## src/rtl/simple_cpu_pkg.sv

```systemverilog
// Shared definitions for simple_cpu and its instruction sequencer:
// opcode values, instruction field positions and sequencer state encoding.
package simple_cpu_pkg;

    localparam logic [1:0] OP_HALT  = 2'b00;
    localparam logic [1:0] OP_ALU   = 2'b01;
    localparam logic [1:0] OP_LOAD  = 2'b10;
    localparam logic [1:0] OP_STORE = 2'b11;

    // Opcode field of the 20-bit simple_cpu instruction word
    localparam int unsigned OPC_HI = 19;
    localparam int unsigned OPC_LO = 18;

    typedef enum logic [1:0] {
        ST_IDLE,
        ST_FETCH,
        ST_HOLD,
        ST_HALTED
    } state_t;

    function automatic logic is_halt(input logic [1:0] opc);
        return opc == OP_HALT;
    endfunction

endpackage

```

## src/rtl/instr_store.sv

```systemverilog
// Program store: synchronous write port, combinational read port.
// Contents are deliberately not reset so a loaded program survives rst.
module instr_store #(
    parameter int unsigned WIDTH     = 20,
    parameter int unsigned ADDR_BITS = 5
) (
    input  logic                 clk,
    input  logic                 i_we,
    input  logic [ADDR_BITS-1:0] i_waddr,
    input  logic [WIDTH-1:0]     i_wdata,
    input  logic [ADDR_BITS-1:0] i_raddr,
    output logic [WIDTH-1:0]     o_rdata
);

    localparam int unsigned DEPTH = 2 ** ADDR_BITS;

    logic [WIDTH-1:0] r_mem [DEPTH];

    // Write port: one word per clock when enabled
    always_ff @(posedge clk) begin
        if (i_we) begin
            r_mem[i_waddr] <= i_wdata;
        end
    end

    assign o_rdata = r_mem[i_raddr];

endmodule

```

## src/rtl/instr_sequencer.sv

```systemverilog
// Instruction source for simple_cpu: walks the program store with a PC and
// holds each issued word on the instruction output for HOLD_CYCLES+1 clocks.
module instr_sequencer
    import simple_cpu_pkg::*;
#(
    parameter int unsigned INSTR_WIDTH = 20,
    parameter int unsigned PC_BITS     = 5,
    parameter int unsigned HOLD_CYCLES = 3
) (
    input  logic                   clk,
    input  logic                   rst,
    input  logic                   prog_we,
    input  logic [PC_BITS-1:0]     prog_addr,
    input  logic [INSTR_WIDTH-1:0] prog_data,
    input  logic                   start,
    input  logic [PC_BITS-1:0]     start_pc,
    input  logic                   abort,
    output logic [INSTR_WIDTH-1:0] instruction,
    output logic [PC_BITS-1:0]     pc,
    output logic                   issue,
    output logic                   busy,
    output logic                   done
);

    localparam int unsigned        CNT_W    = (HOLD_CYCLES > 1) ? $clog2(HOLD_CYCLES) : 1;
    localparam logic [CNT_W-1:0]   CNT_LOAD = CNT_W'(HOLD_CYCLES - 1);
    localparam logic [PC_BITS-1:0] PC_LAST  = '1;

    state_t                 r_state, w_state_nxt;
    logic [PC_BITS-1:0]     r_pc, w_pc_nxt;
    logic [INSTR_WIDTH-1:0] r_instr, w_instr_nxt;
    logic [CNT_W-1:0]       r_cnt, w_cnt_nxt;
    logic                   r_issue, w_issue_nxt;
    logic                   w_we;
    logic [INSTR_WIDTH-1:0] w_rd_data;

    // Store is writable only while no program is running
    assign w_we = prog_we && ((r_state == ST_IDLE) || (r_state == ST_HALTED));

    instr_store #(
        .WIDTH     (INSTR_WIDTH),
        .ADDR_BITS (PC_BITS)
    ) u_store (
        .clk     (clk),
        .i_we    (w_we),
        .i_waddr (prog_addr),
        .i_wdata (prog_data),
        .i_raddr (r_pc),
        .o_rdata (w_rd_data)
    );

    // State and datapath registers
    always_ff @(posedge clk or posedge rst) begin
        if (rst) begin
            r_state <= ST_IDLE;
            r_pc    <= '0;
            r_instr <= '0;
            r_cnt   <= '0;
            r_issue <= 1'b0;
        end else begin
            r_state <= w_state_nxt;
            r_pc    <= w_pc_nxt;
            r_instr <= w_instr_nxt;
            r_cnt   <= w_cnt_nxt;
            r_issue <= w_issue_nxt;
        end
    end

    // Next-state logic; abort takes priority over start everywhere
    always_comb begin
        w_state_nxt = r_state;
        w_pc_nxt    = r_pc;
        w_instr_nxt = r_instr;
        w_cnt_nxt   = r_cnt;
        w_issue_nxt = 1'b0;
        case (r_state)
            ST_IDLE: begin
                if (start && !abort) begin
                    w_pc_nxt    = start_pc;
                    w_state_nxt = ST_FETCH;
                end
            end
            ST_FETCH: begin
                if (abort) begin
                    w_state_nxt = ST_IDLE;
                end else if (is_halt(w_rd_data[OPC_HI:OPC_LO])) begin
                    w_state_nxt = ST_HALTED;
                end else begin
                    w_instr_nxt = w_rd_data;
                    w_issue_nxt = 1'b1;
                    w_cnt_nxt   = CNT_LOAD;
                    w_state_nxt = ST_HOLD;
                end
            end
            ST_HOLD: begin
                if (abort) begin
                    w_state_nxt = ST_IDLE;
                end else if (r_cnt == '0) begin
                    if (r_pc == PC_LAST) begin
                        w_state_nxt = ST_HALTED;
                    end else begin
                        w_pc_nxt    = r_pc + 1'b1;
                        w_state_nxt = ST_FETCH;
                    end
                end else begin
                    w_cnt_nxt = r_cnt - 1'b1;
                end
            end
            ST_HALTED: begin
                if (abort) begin
                    w_state_nxt = ST_IDLE;
                end else if (start) begin
                    w_pc_nxt    = start_pc;
                    w_state_nxt = ST_FETCH;
                end
            end
            default: w_state_nxt = ST_IDLE;
        endcase
    end

    assign instruction = r_instr;
    assign pc          = r_pc;
    assign issue       = r_issue;
    assign busy        = (r_state == ST_FETCH) || (r_state == ST_HOLD);
    assign done        = (r_state == ST_HALTED);

endmodule

```

## config.mk

```make
export PLATFORM = sky130hd
export DESIGN_NAME = instr_sequencer
export DESIGN_NICKNAME = d
export VERILOG_FILES = /design/src/rtl/simple_cpu_pkg.sv /design/src/rtl/instr_store.sv /design/src/rtl/instr_sequencer.sv
export SDC_FILE = /design/constraint.sdc
export NUM_CORES = 1
export LEC_CHECK = 0
export BUFFER_PORTS_ARGS = -buffer_cell sky130_fd_sc_hd__buf_4
export CAP_MARGIN = 20
export CELL_PAD_IN_SITES_DETAIL_PLACEMENT = 0
export CELL_PAD_IN_SITES_GLOBAL_PLACEMENT = 1
export CORE_MARGIN = 10
export CORE_UTILIZATION = 30
export CTS_BUF_LIST = sky130_fd_sc_hd__clkbuf_4 sky130_fd_sc_hd__clkbuf_8
export DETAILED_ROUTE_END_ITERATION = 6
export GPL_TIMING_DRIVEN = 1
export PLACE_DENSITY_LB_ADDON = 0.3
export SLEW_MARGIN = 20
export SYNTH_ARGS = -nofsm -noshare
export SYNTH_HDL_FRONTEND = slang
export SYNTH_SLANG_ARGS = --single-unit
```

## constraint.sdc

```tcl
create_clock -name clk -period 5.5 [get_ports clk]
set_clock_uncertainty 0.15 [all_clocks]
set_input_delay 0.275 -clock clk [delete_from_list [all_inputs] [get_ports clk]]
set_output_delay 0.275 -clock clk [all_outputs]
set_load 0.05 [all_outputs]
```

* Yosys cells after proc, flatten, opt, wreduce, memory -nomap -nowiden
Memories as Yosys holds them, arrays and structs flattened.
Cells that the tools add are included.
** Cells by class
- Bitwise logic cells :: 2
- $add $sub $neg :: 2
- Reduce and logical (&&, ||, !) cells :: 14
- Mux-type cells :: 26
- Equality and inequality tests :: 15
** Operator list (count)
- $mux W5 :: 6
- $mux W2 :: 11
- $ne A2 B2 Y1 const B :: 8
- $pmux W5 S3 :: 1
- $pmux W2 S4 :: 1
- $reduce_and A7 Y1 :: 1
- $logic_not A2 Y1 :: 3
- $mux W1 :: 6
- $ne A3 B3 Y1 const B :: 2
- $reduce_and A3 Y1 :: 2
- $add A5 B1 Y5 const B :: 1
- $eq A5 B5 Y1 const B :: 1
- $reduce_and A5 Y1 :: 1
- $eq A2 B2 Y1 const B :: 2
- $pmux W2 S2 :: 1
- $reduce_bool A3 Y1 :: 1
- $eq A2 B1 Y1 const B :: 1
- $logic_and A1 B1 Y1 :: 2
- $logic_or A1 B1 Y1 :: 2
- $ne A2 B1 Y1 const B :: 1
- $not A1 Y1 :: 2
- $reduce_bool A2 Y1 :: 1
- $sub A2 B1 Y2 const B :: 1
- $logic_not A1 Y1 :: 1
** Word-level totals
- Word-level logic and storage cells :: 65
- Memories :: 1
- Register bits :: 30
- Bits in writable memories :: 640
** Memories
- u_store.r_mem :: words 32, bits a word 20, read ports 1, clocked after Yosys merged registers in 0, write ports 1, RTL line instr_store.sv:17 : logic [WIDTH-1:0] r_mem [DEPTH];

* Depth between registers and ports, before layout
- Depth after elaboration :: 5
- Depth in mapped cells :: 10

* Cells and area by module
A second synthesis with hierarchy kept.
** Unflattened totals
- Cells, all modules :: 1513
- Area, all modules :: 26595.5 µm²
** Modules (own cells, without submodules)
- instr_store :: area an instance 25152.9 µm², cells an instance 1394, times used 1
- instr_sequencer :: area an instance 1442.6 µm², cells an instance 119, times used 1

* Least setup slack after synthesis
OpenSTA, ideal clock, no wires.
- Path kind :: register to register
- From :: reg r_pc[1] (netlist: pc[1])
- To :: reg r_instr[1] (netlist: instruction[1])
- Clock period less this slack :: 3.166 ns
- Required time :: 5.225 ns
- Data arrival time :: 2.891 ns
- Library setup time :: 0.125 ns
- Stages on the path, launching flop included :: 9
- Buffers on the path :: 5
- Path slack :: 2.334 ns
- Cells stage by stage :: dfrtp_1 > buf_4 > buf_6 > buf_2 > buf_1 > buf_2 > mux4_2 > mux2_2 > mux2_2
** On the way
- Longest elaborated chain between the ends :: 4
** Ends and longest elaborated chain
- start: declaration :: RTL line instr_sequencer.sv:30 : logic [PC_BITS-1:0] r_pc, w_pc_nxt;
- start signal: assignment :: RTL line instr_sequencer.sv:62 : r_pc <= w_pc_nxt;
- $mem_v2 Z32 W20 *
- $logic_not A2 Y1 :: RTL line simple_cpu_pkg.sv:22 : return opc == OP_HALT;
- $not A1 Y1 (no line)
- $reduce_and A3 Y1 (no line)
- end signal: assignment :: RTL line instr_sequencer.sv:63 : r_instr <= w_instr_nxt;
- end: declaration :: RTL line instr_sequencer.sv:31 : logic [INSTR_WIDTH-1:0] r_instr, w_instr_nxt;
Mark *: on every way between the ends. The rest lies on a longest branch, timed or not.
A chain may end at the register's enable or synchronous reset.

* Worst setup path in the final report
- From :: reg r_pc[0] (netlist: pc[0])
- To :: reg r_instr[15] (netlist: instruction[15])
The elaborated chain is that of the path after synthesis.

==> impl_results.html <==
<table>
<tr><th>Metric</th><th>Value</th></tr>
<tr><th colspan="2">Finish</th></tr>
<tr><td>Area growth from synthesis to layout</td><td>18.2%</td></tr>
<tr><td>NumNets Final</td><td>1324</td></tr>
<tr><td>Area of all sequential standard cells</td><td>20000 um^2</td></tr>
<tr><td>Footprint of the multi-input gates</td><td>5850 um^2</td></tr>
<tr><td>Total non-filler cell area in the finished layout</td><td>30700 um^2</td></tr>
<tr><td>Final-layout fill cell count</td><td>7988</td></tr>
<tr><td>Share of layout cells above drive strength 1</td><td>40.2%</td></tr>
<tr><th colspan="2">Power and ir drop</th></tr>
<tr><td>Cell leakage power</td><td>0.00964 uW</td></tr>
<tr><td>Areal power density over the cells</td><td>471 nW/um^2</td></tr>
<tr><td>Power Total</td><td>14500 uW</td></tr>
<tr><td>Max rail drop VDD</td><td>0.319 mV</td></tr>
<tr><th colspan="2">Timing</th></tr>
<tr><td>Number of max-slew violations in the final report</td><td>0</td></tr>
<tr><td>Total negative setup slack</td><td>0 ns</td></tr>
<tr><td>Fin crit share</td><td>70.1%</td></tr>
<tr><td>Unrepaired setup endpoints after global routing</td><td>no</td></tr>
<tr><td>Worst slew margin relative to its limit</td><td>23.6%</td></tr>
<tr><td>Clock period minus worst slack</td><td>3.86 ns</td></tr>
<tr><td>Final number of setup-violating endpoints</td><td>0</td></tr>
<tr><td>Final number of hold-violating endpoints</td><td>0</td></tr>
<tr><td>Highest attainable clock frequency</td><td>259 MHz</td></tr>
<tr><td>Post-layout worst setup margin</td><td>1.64 ns</td></tr>
<tr><td>Measured slew at the worst slew-check pin</td><td>1.14 ns</td></tr>
<tr><th colspan="2">Synthesis</th></tr>
<tr><td>Number of different library cells in the post-synthesis netlist</td><td>44</td></tr>
<tr><td>Synthesized instance count</td><td>1104</td></tr>
<tr><td>Register area share after synthesis</td><td>77.0%</td></tr>
<tr><td>Post-synth design cell area</td><td>25900 um^2</td></tr>
<tr><td>Synth Warn #</td><td>0</td></tr>
<tr><td>Post-synthesis area per instance</td><td>23.5 um^2</td></tr>
<tr><td>Total of flip-flops plus latches after synthesis</td><td>670</td></tr>
<tr><td>Synthesized Nets</td><td>1146</td></tr>
<tr><th colspan="2">Worst setup path</th></tr>
<tr><td>CP required</td><td>5.94 ns</td></tr>
<tr><td>Top delay family on crit path</td><td>compound AO/OA/AOI/OAI gates</td></tr>
<tr><td>Total buffers and inverters traversed by the critical path</td><td>2</td></tr>
<tr><td>Highest-delay cell along the critical path</td><td>sky130_fd_sc_hd__dfrtp_4</td></tr>
<tr><td>Worst Reg-to-Reg Cells</td><td>6</td></tr>
<tr><td>Crit path depth</td><td>6</td></tr>
<tr><td>Element type at the critical path end</td><td>register</td></tr>
<tr><td>Cell-by-cell trace of the critical path</td><td>buf_4 &gt; o211ai_1 &gt; a221o_1 &gt; a21oi_4 &gt; buf_4 &gt; mux2_2</td></tr>
<tr><td>Crit path largest cell delay</td><td>0.98 ns</td></tr>
<tr><td>Critical Setup Path Class</td><td>reg2reg</td></tr>
<tr><td>Critical Path Source Type</td><td>register</td></tr>
<tr><td>Largest fanout on the critical path</td><td>44</td></tr>
<tr><td>Most repeated library cell on the critical path</td><td>sky130_fd_sc_hd__buf_4</td></tr>
<tr><td>Arrival time of data at the critical path endpoint</td><td>4.30 ns</td></tr>
<tr><th colspan="2">Status</th></tr>
<tr><td>Outcome</td><td>finished clean</td></tr>
<tr><th colspan="2">Route</th></tr>
<tr><td>Detailed router's first-iteration violation count</td><td>1039</td></tr>
<tr><td>Routed wire length</td><td>68000 um</td></tr>
<tr><td>Routed length per placed instance</td><td>27.0 um</td></tr>
<tr><td>1st-pass router iterations</td><td>7</td></tr>
<tr><td>Antenna violation net count after detailed routing</td><td>0</td></tr>
<tr><td>DRC errors left</td><td>0</td></tr>
<tr><td>Routed vias/inst</td><td>4.88</td></tr>
<tr><td>Via count of the routed design</td><td>12.3k</td></tr>
<tr><th colspan="2">Clocking</th></tr>
<tr><td>Setup bufs post-CTS</td><td>0</td></tr>
<tr><td>Number of buffers added by the clock tree synthesis step</td><td>105</td></tr>
<tr><td>Number of levels the H-tree was split into</td><td>3</td></tr>
<tr><td>Maximum buffer depth of the clock tree</td><td>3</td></tr>
<tr><td>Cell at the root of the clock tree</td><td>sky130_fd_sc_hd__clkbuf_8</td></tr>
<tr><td>CTS clock-pin slew for the worst setup and hold paths</td><td>0.06 ns</td></tr>
<tr><td>Clock tree from TritonCTS</td><td>yes</td></tr>
<tr><td>Later-pin clock latency in the skew report</td><td>0.71 ns</td></tr>
<tr><td>Sinks on Clock Net</td><td>670</td></tr>
<tr><th colspan="2">Place</th></tr>
<tr><td>Final HPWL from detailed placement</td><td>37200 um</td></tr>
<tr><td>Final GP Congestion</td><td>0.703</td></tr>
<tr><td># port buffers</td><td>62</td></tr>
<tr><td>Minimum setup slack after placement</td><td>1.54 ns</td></tr>
<tr><td>Post-DP Area</td><td>28100 um^2</td></tr>
<tr><th colspan="2">Run</th></tr>
<tr><td>Max-cap violation count</td><td>0</td></tr>
<tr><th colspan="2">Hold path</th></tr>
<tr><td>Hold Crit Class</td><td>in2reg</td></tr>
<tr><td>Cell count of the worst hold path</td><td>3</td></tr>
<tr><th colspan="2">Global routing</th></tr>
<tr><td>Via count of the first global-routing pass</td><td>12.8k</td></tr>
<tr><td>Wire length of the first global-routing pass</td><td>96500 um</td></tr>
<tr><td>Overall track demand over capacity in global routing</td><td>13.7%</td></tr>
<tr><td>Maximum number of pins on one net before global-route repair</td><td>64</td></tr>
<tr><td>GRT overflow</td><td>0</td></tr>
<tr><td>Antenna violations before repair</td><td>3</td></tr>
<tr><th colspan="2">Floorplanning</th></tr>
<tr><td>Number of standard-cell rows in the floorplan</td><td>107</td></tr>
<tr><td>Die X</td><td>314 um</td></tr>
<tr><td>Count of pins on the block boundary</td><td>63</td></tr>
<tr><td>Die Footprint</td><td>98600 um^2</td></tr>
<tr><td>Die span in y</td><td>314 um</td></tr>
<tr><td>Initial core utilization</td><td>30.4%</td></tr>
<tr><td>Placeable core region</td><td>85400 um^2</td></tr>
</table>
cells in the final DEF, fill, tap and decap left out, types with 3 or more instances in the layout:
cell type and n:
sky130_fd_sc_hd__nor3_1 3, sky130_fd_sc_hd__dfrtp_4 3, sky130_fd_sc_hd__nor2_1 10, sky130_fd_sc_hd__nand2b_1 3
sky130_fd_sc_hd__clkbuf_4 54, sky130_fd_sc_hd__o22a_1 3, sky130_fd_sc_hd__dlygate4sd3_1 28, sky130_fd_sc_hd__o22ai_1 4
sky130_fd_sc_hd__ha_1 7, sky130_fd_sc_hd__buf_16 5, sky130_fd_sc_hd__clkinv_2 5, sky130_fd_sc_hd__mux4_2 188
sky130_fd_sc_hd__nand3_1 5, sky130_fd_sc_hd__o21ai_0 6, sky130_fd_sc_hd__nor2_4 32, sky130_fd_sc_hd__buf_12 3
sky130_fd_sc_hd__clkinv_1 12, sky130_fd_sc_hd__mux2_2 37, sky130_fd_sc_hd__a21oi_1 5, sky130_fd_sc_hd__clkbuf_8 123
sky130_fd_sc_hd__dfrtp_1 25, sky130_fd_sc_hd__nand2_1 12, sky130_fd_sc_hd__nand3b_1 5, sky130_fd_sc_hd__buf_4 87
sky130_fd_sc_hd__mux2i_1 23, sky130_fd_sc_hd__inv_1 7, sky130_fd_sc_hd__edfxtp_1 640
Yosys cell counts (all sizes together):
library cell | number | area, um^2
edfxtp | 640 | 19200
mux4 | 188 | 4230
nor2 | 42 | 158
buf | 41 | 273
mux2 | 37 | 417
dfrtp | 30 | 751
mux2i | 23 | 230
clkbuf | 13 | 50.0
nand2 | 12 | 45.0
inv | 8 | 30.0
ha | 7 | 87.6
o21ai | 7 | 35.0
a21oi | 6 | 41.3
nand3 | 5 | 25.0
nand3b | 5 | 37.5
o22ai | 4 | 25.0
nand2b | 3 | 18.8
nor3 | 3 | 15.0
o22a | 3 | 26.3
a221o | 2 | 20.0
a22oi | 2 | 15.0
a31oi | 2 | 12.5
nor2b | 2 | 12.5
o31ai | 2 | 15.0
or2 | 2 | 12.5
or3 | 2 | 12.5
or3b | 2 | 17.5
a21boi | 1 | 7.51
a22o | 1 | 8.76
a311oi | 1 | 15.0
and3 | 1 | 6.26
and3b | 1 | 8.76
nand4b | 1 | 8.76
nor4b | 1 | 8.76
o211ai | 1 | 7.51
o221ai | 1 | 8.76
o2bb2ai | 1 | 8.76
o32ai | 1 | 8.76
state kept, by name, indices dropped and copies added (netlist names):
register       flops
pc                 5
instruction       20
u_store.r_mem    640
r_cnt              2
issue              1
r_state            2
routing by layer:
layer	part of all wire, %	GRT usage [%]	routed length (um)	vias up
met1	46	19.4	31100	6682
met3	7.1	3.61	4830	97
met2	45	20.3	30600	421
li1	-	-	-	5087
met5	0.012	0	8	-
met4	2.1	3.98	1430	2
path summary, 6_finish.rpt:
path / slack [ns] / start / to
max: 1.64 / pc[0]$_DFFE_PP0P_ / instruction[15]$_DFFE_PP0P_
min: 0.15 / prog_addr[3] / u_store.r_mem[5][19]$_DFFE_PP_
max reg2reg: 1.64 / pc[0]$_DFFE_PP0P_ / instruction[15]$_DFFE_PP0P_
min reg2reg: 0.37 / r_cnt[1]$_DFFE_PP0P_ / r_cnt[1]$_DFFE_PP0P_
max in group asynchronous: 4.30 / rst / pc[2]$_DFFE_PP0P_
min in group asynchronous: 0.18 / rst / r_state[1]$_DFFE_PP0P_
where the power goes:
group          total [uW]  switching, uW  internal, uW  leakage (uW)
clock network        4340           1940          2400       0.00119
logic                3830           1880          1940       0.00234
registers            6290            505          5780       0.00611
worst register-to-register path: cells and delay by family, from the launching register on:
| family | cells | cell delay, ns |
|---|---|---|
| AO/OA/AOI/OAI | 3 | 1.37 |
| buffers and inverters | 2 | 0.92 |
| flip-flops | 1 | 0.98 |
| multiplexers | 1 | 0.34 |
stage by stage:
stage / hold WS (ns) / utilization [%] / instances
after floorplan: 0.216 / - / 1104
after global placement: 0.342 / 32.7 / 2282
after detailed placement: 0.374 / 32.9 / 2288
after CTS: 0.0838 / 35.8 / 2513
after global routing: 0.121 / 35.9 / 2517
final: 0.148 / 35.9 / 2517
kinds of logic (layout without fill, tap and decap cells):
| family | after synthesis | in the layout | share of synthesized area [%] |
|---|---|---|---|
| fa+ha+maj | 7 | 7 | 0.338 |
| buf+inv | 62 | 330 | 1.36 |
| compound gates | 35 | 35 | 0.984 |
| simple gates | 82 | 82 | 1.49 |
| other cells | 0 | 1 | 0 |
| mux | 248 | 248 | 18.8 |
| flops | 670 | 670 | 77.0 |
cell type report:
| class | count | area share (%) |
|---|---|---|
| multi-input combinational | 372 | 19.1 |
| clock buffer | 177 | 6.84 |
| sequential | 670 | 65.2 |
| timing repair buffer | 125 | 3.79 |
| tap | 1144 | 4.67 |
| inverter | 8 | 0.0979 |
| antenna | 1 | 0.00816 |
| clock inverter | 20 | 0.339 |
timing repair:
action	CTS	global route
gates resized for setup	0	0
hold endpoints to repair	681	0
hold buffers	28	0
setup endpoints to repair	0	0
No activity file was read; power rests on OpenSTA's default activity.
